[src/rtl/comparador_filtro_eventos.sv]
// -----------------------------------------------------------------------------
// comparador_filtro_eventos
//
// Back-end for the comparator model's 1-bit decision. The raw decision is
// deglitched by a stability-count filter (FILT_LEN identical samples commit a
// transition). The block produces a clean level, one-cycle edge pulses and a
// saturating edge count. Each committed transition is offered as a timestamped
// event over a valid/ready handshake.
//
// Optional feature (compile-time macro COMPARADOR_FILTRO_SYNC_EN):
//   defined     - comp_i passes a 2-flop synchronizer (latency FILT_LEN + 2)
//   not defined - comp_i is sampled directly (latency FILT_LEN)
//
// Parameters:
//   FILT_LEN - consecutive identical samples needed to commit (1..255)
//   CNT_W    - edge counter width
//   TS_W     - free-running timestamp width
//
// Ports:
//   clk_i        clock
//   rst_ni       asynchronous active-low reset
//   en_i         enables filter, timestamp and event generation
//   clr_i        synchronous clear of edge_cnt_o, evt_valid_o, evt_ovf_o
//   comp_i       raw comparator decision
//   comp_o       filtered level
//   rise_o       one-cycle pulse on committed 0->1
//   fall_o       one-cycle pulse on committed 1->0
//   edge_cnt_o   saturating count of committed transitions
//   evt_valid_o  event available
//   evt_ready_i  consumer accepts event
//   evt_rise_o   event polarity (1 = rising)
//   evt_ts_o     event timestamp
//   evt_ovf_o    sticky: an event was dropped
// -----------------------------------------------------------------------------
`timescale 1ns/1ps

module comparador_filtro_eventos #(
  parameter int unsigned FILT_LEN = 4,
  parameter int unsigned CNT_W    = 16,
  parameter int unsigned TS_W     = 16
) (
  input  logic             clk_i,
  input  logic             rst_ni,
  input  logic             en_i,
  input  logic             clr_i,
  input  logic             comp_i,
  output logic             comp_o,
  output logic             rise_o,
  output logic             fall_o,
  output logic [CNT_W-1:0] edge_cnt_o,
  output logic             evt_valid_o,
  input  logic             evt_ready_i,
  output logic             evt_rise_o,
  output logic [TS_W-1:0]  evt_ts_o,
  output logic             evt_ovf_o
);

  typedef enum logic [1:0] {StLow, StPendH, StHigh, StPendL} state_e;

  localparam logic [7:0]       FiltLenC = 8'(FILT_LEN);
  localparam logic [CNT_W-1:0] CntMax   = '1;

  // ---------------------------------------------------------------------------
  // Sample selection
  // ---------------------------------------------------------------------------
  logic samp;

`ifdef COMPARADOR_FILTRO_SYNC_EN
  logic [1:0] sync_q;

  // Synchronizer runs regardless of en_i so it is settled when re-enabled.
  always_ff @(posedge clk_i or negedge rst_ni) begin
    if (!rst_ni) begin
      sync_q <= '0;
    end else begin
      sync_q <= {sync_q[0], comp_i};
    end
  end

  assign samp = sync_q[1];
`else
  assign samp = comp_i;
`endif

  // ---------------------------------------------------------------------------
  // Stability-count filter FSM
  // ---------------------------------------------------------------------------
  state_e     state_q, state_d;
  logic [7:0] cnt_q, cnt_d;
  logic       commit_rise, commit_fall, commit;

  always_comb begin
    state_d     = state_q;
    cnt_d       = cnt_q;
    commit_rise = 1'b0;
    commit_fall = 1'b0;
    if (en_i) begin
      unique case (state_q)
        StLow: begin
          if (samp) begin
            if (FiltLenC == 8'd1) begin
              state_d     = StHigh;
              commit_rise = 1'b1;
            end else begin
              state_d = StPendH;
              cnt_d   = 8'd1;
            end
          end
        end
        StPendH: begin
          if (samp) begin
            if (cnt_q + 8'd1 == FiltLenC) begin
              state_d     = StHigh;
              cnt_d       = '0;
              commit_rise = 1'b1;
            end else begin
              cnt_d = cnt_q + 8'd1;
            end
          end else begin
            state_d = StLow;
            cnt_d   = '0;
          end
        end
        StHigh: begin
          if (!samp) begin
            if (FiltLenC == 8'd1) begin
              state_d     = StLow;
              commit_fall = 1'b1;
            end else begin
              state_d = StPendL;
              cnt_d   = 8'd1;
            end
          end
        end
        StPendL: begin
          if (!samp) begin
            if (cnt_q + 8'd1 == FiltLenC) begin
              state_d     = StLow;
              cnt_d       = '0;
              commit_fall = 1'b1;
            end else begin
              cnt_d = cnt_q + 8'd1;
            end
          end else begin
            state_d = StHigh;
            cnt_d   = '0;
          end
        end
        default: begin
          state_d = StLow;
          cnt_d   = '0;
        end
      endcase
    end
  end

  assign commit = commit_rise | commit_fall;

  // ---------------------------------------------------------------------------
  // Edge counter, timestamp and event register
  // ---------------------------------------------------------------------------
  logic             rise_q, fall_q;
  logic [CNT_W-1:0] edge_cnt_q, edge_cnt_d;
  logic [TS_W-1:0]  ts_q, ts_d;
  logic             evt_valid_q, evt_valid_d;
  logic             evt_rise_q, evt_rise_d;
  logic [TS_W-1:0]  evt_ts_q, evt_ts_d;
  logic             evt_ovf_q, evt_ovf_d;
  logic             drain;

  assign drain = evt_valid_q & evt_ready_i;

  always_comb begin
    edge_cnt_d  = edge_cnt_q;
    ts_d        = ts_q;
    evt_valid_d = evt_valid_q;
    evt_rise_d  = evt_rise_q;
    evt_ts_d    = evt_ts_q;
    evt_ovf_d   = evt_ovf_q;

    if (en_i) begin
      ts_d = ts_q + TS_W'(1);
    end

    if (clr_i) begin
      // Clear wins over a same-cycle commit: the event is discarded.
      edge_cnt_d  = '0;
      evt_valid_d = 1'b0;
      evt_ovf_d   = 1'b0;
    end else begin
      if (commit && (edge_cnt_q != CntMax)) begin
        edge_cnt_d = edge_cnt_q + CNT_W'(1);
      end
      if (commit) begin
        if (!evt_valid_q || drain) begin
          evt_valid_d = 1'b1;
          evt_rise_d  = commit_rise;
          evt_ts_d    = ts_q;  // value before this edge's increment
        end else begin
          evt_ovf_d = 1'b1;
        end
      end else if (drain) begin
        evt_valid_d = 1'b0;
      end
    end
  end

  always_ff @(posedge clk_i or negedge rst_ni) begin
    if (!rst_ni) begin
      state_q     <= StLow;
      cnt_q       <= '0;
      rise_q      <= 1'b0;
      fall_q      <= 1'b0;
      edge_cnt_q  <= '0;
      ts_q        <= '0;
      evt_valid_q <= 1'b0;
      evt_rise_q  <= 1'b0;
      evt_ts_q    <= '0;
      evt_ovf_q   <= 1'b0;
    end else begin
      state_q     <= state_d;
      cnt_q       <= cnt_d;
      rise_q      <= commit_rise;
      fall_q      <= commit_fall;
      edge_cnt_q  <= edge_cnt_d;
      ts_q        <= ts_d;
      evt_valid_q <= evt_valid_d;
      evt_rise_q  <= evt_rise_d;
      evt_ts_q    <= evt_ts_d;
      evt_ovf_q   <= evt_ovf_d;
    end
  end

  // Level follows the committed state; pending states keep the old level.
  assign comp_o      = (state_q == StHigh) || (state_q == StPendL);
  assign rise_o      = rise_q;
  assign fall_o      = fall_q;
  assign edge_cnt_o  = edge_cnt_q;
  assign evt_valid_o = evt_valid_q;
  assign evt_rise_o  = evt_rise_q;
  assign evt_ts_o    = evt_ts_q;
  assign evt_ovf_o   = evt_ovf_q;

endmodule

[config.mk]
export PLATFORM = sky130hd
export DESIGN_NAME = comparador_filtro_eventos
export DESIGN_NICKNAME = d
export VERILOG_FILES = /design/src/rtl/comparador_filtro_eventos.sv
export SDC_FILE = /design/constraint.sdc
export NUM_CORES = 1
export LEC_CHECK = 0
export CAP_MARGIN = 20
export CORE_MARGIN = 5
export CORE_UTILIZATION = 54
export CTS_CLUSTER_SIZE = 14
export DETAILED_ROUTE_END_ITERATION = 6
export GPL_ROUTABILITY_DRIVEN = 1
export GPL_TIMING_DRIVEN = 0
export PLACE_DENSITY_LB_ADDON = 0.1
export SLEW_MARGIN = 0
export SYNTH_ARGS = -nofsm -noshare
export SYNTH_HDL_FRONTEND = slang
export SYNTH_SLANG_ARGS = --single-unit
[constraint.sdc]
create_clock -name clk_i -period 3.2 [get_ports clk_i]
set_input_delay 0.64 -clock clk_i [delete_from_list [all_inputs] [get_ports clk_i]]
set_output_delay 0.64 -clock clk_i [all_outputs]
set_load 0.05 [all_outputs]
Word-level counts from Yosys, hierarchy flattened
Cells that the tools add are included.
- bits in registers: 63
- input port bits: 6
- bitwise gates (word level): 3
- add/subtract/negate cells: 3
- eq/ne operators: 11
- reduce and logical (&&, ||, !) cells: 13
- multiplexer cells: 29
- operators by type and width (operator ; number):
    8-bit two-way mux ; 5
    16-bit by 1-bit adder with 16-bit output (second input constant) ; 2
    16-bit two-way mux ; 2
    8-bit one-hot mux with 4 select lines ; 1
    16-bit inequality test (second input constant) ; 1
    1-bit two-way mux ; 14
    2-bit two-way mux ; 6
    8-bit by 1-bit adder with 8-bit output (second input constant) ; 1
    8-bit by 3-bit == test with 1-bit output (second input constant) ; 1
    2-bit one-hot mux with 4 select lines ; 1
    2-bit inequality test (second input constant) ; 3
    3-bit inequality test (second input constant) ; 2
    3-bit AND reduction ; 2
    5-bit AND reduction ; 1
    2-bit == test (second input constant) ; 2
    2-bit AND reduction ; 2
    2-bit nonzero test ; 2
    3-bit by 2-bit inequality test with 1-bit output (second input constant) ; 1
    3-bit nonzero test ; 1
    2-bit by 1-bit == test with 1-bit output (second input constant) ; 1
    2-bit zero test ; 1
    1-bit logical OR ; 2
    1-bit bitwise AND ; 1
    1-bit logical AND ; 1
    other kinds (3) ; 3

Logic depth before layout (Yosys ltp)
- depth in word-level cells: 10
- gate-level depth with buffers: 8

Worst setup path before layout
OpenSTA, ideal clock, no wires.
- kind: register to register
- start point: reg edge_cnt_q[2], in the netlist edge_cnt_o[2]
- end point: reg edge_cnt_q[13], in the netlist edge_cnt_o[13]
- setup time: 0.128 ns
- period minus slack after synthesis: 2.504 ns
- cell stages (with the launch flop): 6
- slack: 0.696 ns
- arrival time: 2.376 ns
- path through: dfrtp_1 > nand3_1 > or4b_1 > a2111o_1 > nor3_1 > mux2_1
- cells in the longest elaborated chain, start to end: 3
- elaborated cells on any way between the ends: 6
- ends and longest elaborated chain (element ; RTL line ; RTL):
    start: declaration ; 163 ; logic [CNT_W-1:0] edge_cnt_q, edge_cnt_d;
    start signal: assignment ; 225 ; edge_cnt_q <= edge_cnt_d;
    16-bit by 1-bit adder with 16-bit output / 16-bit inequality test (equally long branches) ; 192, 191 ;
    16-bit two-way mux / 1-bit logical AND (equally long branches) ; 191 ; if (commit && (edge_cnt_q != CntMax)) begin
    16-bit two-way mux / 2-bit nonzero test (equally long branches) ; - ;
Parallel ways exist; a longest one is shown, timed or not. The select of a mux whose other input is x is not followed.
A chain may end at the register's enable or synchronous reset.

Worst setup path in the final report
- start point: in comp_i
- end point: reg evt_ts_q[8], in the netlist evt_ts_o[8]
- cells in the longest elaborated chain, start to end: 5
- elaborated cells on any way between the ends: 8
- ends and longest elaborated chain (element ; RTL line ; RTL):
    start: declaration ; 46 ; input logic comp_i,
    1-bit two-way mux (on tied branches) ; 111, 136 ;
    1-bit two-way mux ; 98 ; unique case (state_q)
    1-bit two-way mux ; 97 ; if (en_i) begin
    1-bit OR * ; 157 ; assign commit = commit_rise | commit_fall;
    3-bit AND reduction (no line) * ; - ;
    end signal: assignment ; 229 ; evt_ts_q <= evt_ts_d;
    end: declaration ; 167 ; logic [TS_W-1:0] evt_ts_q, evt_ts_d;
Mark *: on every way between the ends. The rest lies on a longest branch, timed or not.

==> metrics.txt <==
status complete, no violations; fin crit share 91.04%; # fillers 451; skew final 0.006558 ns; Worst-Margin Slew 0.7730 ns; post-CTS setup buffers 0; synthesized cell area 3103 um2; Die X 85.81 um; drc violations 0; Mapped Nets 301; main flop type after synthesis dfrtp_1; Syn Area/Cell 10.66 um2; setup repair after global routing missed its margin no; Net Sw Power 582.9 uW; FFs w/ async S/R, synth 100.0%; hold crit path type input pin to asynchronous set/reset pin; maximum VDD drop 0.0003151 V; clk slew on worst S/H paths 0.07 ns; CTS tree built; WS Path Type input pin to flop; largest net degree at the start of global routing 64; clock latency on the worst-skew pair 0.33 ns; port bufs 43; CP arrival 3.13 ns; DR iter-0 viols 169; post-synth top area cell dfrtp_1; Syn Inst Count 291; cts hold-fix bufs 0; Clk pwr share 37.3%; clock buffer depth 2; Worst Setup Start Kind input pin; area share of the largest cell type after synthesis 50.81%; total track usage 20.14%; PD cells 529.3 nW/um2; Leakage 0.001667 uW; switch share 28.65%; IO Pins 44; CTS resizes 0; Routability Congestion 0.8234; final setup TNS 0 ns; area of the core 5540 um2; drt wl/cell 15.68 um; Core Rows 27; DR vias/cell 5.742; Area growth, synth to finish 23.87%; CP endpoint kind flop; final setup violation count 0; post-route minimum period 2.913 ns; Slew HR 48.47%; Initial Util 56.01%; Req. time, crit path 3.42 ns; final slew viol count 0; cell-internal power 1451 uW; Logic pwr share 15.5%; vias in the first global route 2399; Layout Nets 355; Die Ht 85.81 um; Worst Path Max Fanout 10; antenna-violating nets left 0; routed vias 2423; first-pass GRT wire length 11780 um; max-cap viol count 0; CTS sink cnt 63; CTS root buffer clkbuf_8; antenna diode count 0; Syn. warnings 0; power consumption 2034 uW; number of CTS-inserted buffers 9; Seq cells post-synth 63; post-synthesis cell type count 42; Die ar. 7363 um2; antenna violations before repair 0; EDFF count, synth 0; grt ovf 0; final hold violations 0; sequential area share after synthesis 50.81%; f_max 343.3 MHz; final wirelength 6615 um; share of post-route cells with drive strength above 1 9.714%; synth top area cells dfrtp_1, mux2_1, mux2_2; dpl hpwl 4568 um; CTS H-Tree Depth 3; Seq pwr share 47.2%; DRT Pass-1 Iters 5
==> cell usage after synthesis, drive strengths merged, types with 3 or more instances <==
cell type / n
nand4: 8
nor4: 10
dfrtp: 63
mux2: 29
and3: 7
nand2: 20
buf: 6
clkbuf: 7
and4: 4
inv: 5
nor2b: 12
o41ai: 3
o31ai: 6
nand3: 17
o21ai: 10
nor2: 20
nor3: 8
ha: 4
xor2: 7
xnor2: 10
a21oi: 11
==> power groups by stage <==
stage                     Combinational [uW]  Sequential [uW]  Clock, uW
after floorplan                          197              977          0
after global placement                   304              972          0
after detailed placement                 313              975          0
after CTS                                317              961        777
after global routing                     354              973        822
final                                    315              961        759
==> cell usage in the layout, fill, tap and decap left out, types with 9 or more instances in the layout <==
cell / count
dfrtp_1: 63
clkdlybuf4s50_1: 42
nand2_1: 20
nor2_1: 20
nand3_1: 17
mux2_1: 16
mux2_2: 13
nor2b_1: 12
a21oi_1: 11
xnor2_1: 10
clkbuf_8: 10
nor4_1: 9
==> cells by family (layout without fill, tap and decap cells) <==
family	Yosys count	after routing	share of synthesized area, %
AO/OA/AOI/OAI	41	41	8.790
XOR/XNOR	17	17	5.040
adder cells (fa/ha/maj)	4	4	1.613
buffers and inverters	18	77	2.298
flip-flops	63	63	50.81
multiplexers	30	30	10.85
AND/OR/NAND/NOR	118	118	20.60
==> final timing paths <==
kind	end	slack, ns	start	depth (start not counted)
min in group clk_i	ts_q[15]$_DFFE_PN0P_	0.47	ts_q[15]$_DFFE_PN0P_	1
setup reg to reg	edge_cnt_o[1]$_DFFE_PN0P_	0.50	cnt_q[0]$_DFFE_PN0P_	8
hold reg to reg	ts_q[15]$_DFFE_PN0P_	0.47	ts_q[15]$_DFFE_PN0P_	1
hold / removal	evt_ts_o[13]$_DFFE_PN0P_	0.38	rst_ni	1
setup / recovery	evt_ts_o[8]$_DFFE_PN0P_	0.29	comp_i	6
max in group asynchronous	edge_cnt_o[4]$_DFFE_PN0P_	2.31	rst_ni	1
==> worst max-delay path: stages <==
cell,delay (ns)
clkdlybuf4s50_1,0.55
xor2_2,0.28
nor2b_1,0.47
nand4b_1,0.47
buf_2,0.37
mux2_1,0.35
==> through the flow <==
step	hold slack, ns	setup slack (ns)	instances	area [um2]	utilization [%]
5_1_grt	0.4606	0.1192	422	3844	69.38
2_1_floorplan	0.3444	0.6963	291	3103	-
6_report	0.3804	0.2868	422	3844	69.38
3_3_place_gp	0.4565	-0.5689	406	3623	65.40
4_1_cts	0.4029	0.2561	422	3844	69.38
3_5_place_dp	0.4594	-0.04749	406	3621	65.36
==> layout make-up <==
class / count / area (um2) / area share [%]
inverters: 5 / 18.77 / 0.4883
plain buffers: 13 / 52.55 / 1.367
clock buffers: 11 / 141.4 / 3.678
flip-flops and latches: 63 / 1577 / 41.02
well taps: 72 / 90.09 / 2.344
multi-input cells: 210 / 1455 / 37.86
repair buffers: 43 / 427.9 / 11.13
clock inverters: 5 / 81.33 / 2.116
==> per-layer routing <==
layer | global-route usage, % | vias to the layer above | wire length, um
met4 | 6.475 | 0 | 74
met2 | 29.66 | 58 | 2983
met3 | 5.091 | 6 | 298
met1 | 29.16 | 1194 | 3258
li1 | - | 1165 | -
met5 | 0 | - | 0
==> flip-flops by register name, indices dropped and copies added (netlist names), named ones only <==
name,flops
cnt_q,8
edge_cnt_o,16
evt_ovf_o,1
evt_rise_o,1
evt_ts_o,16
evt_valid_o,1
fall_o,1
rise_o,1
state_q,1
ts_q,16
No activity file was read; power rests on OpenSTA's default activity.
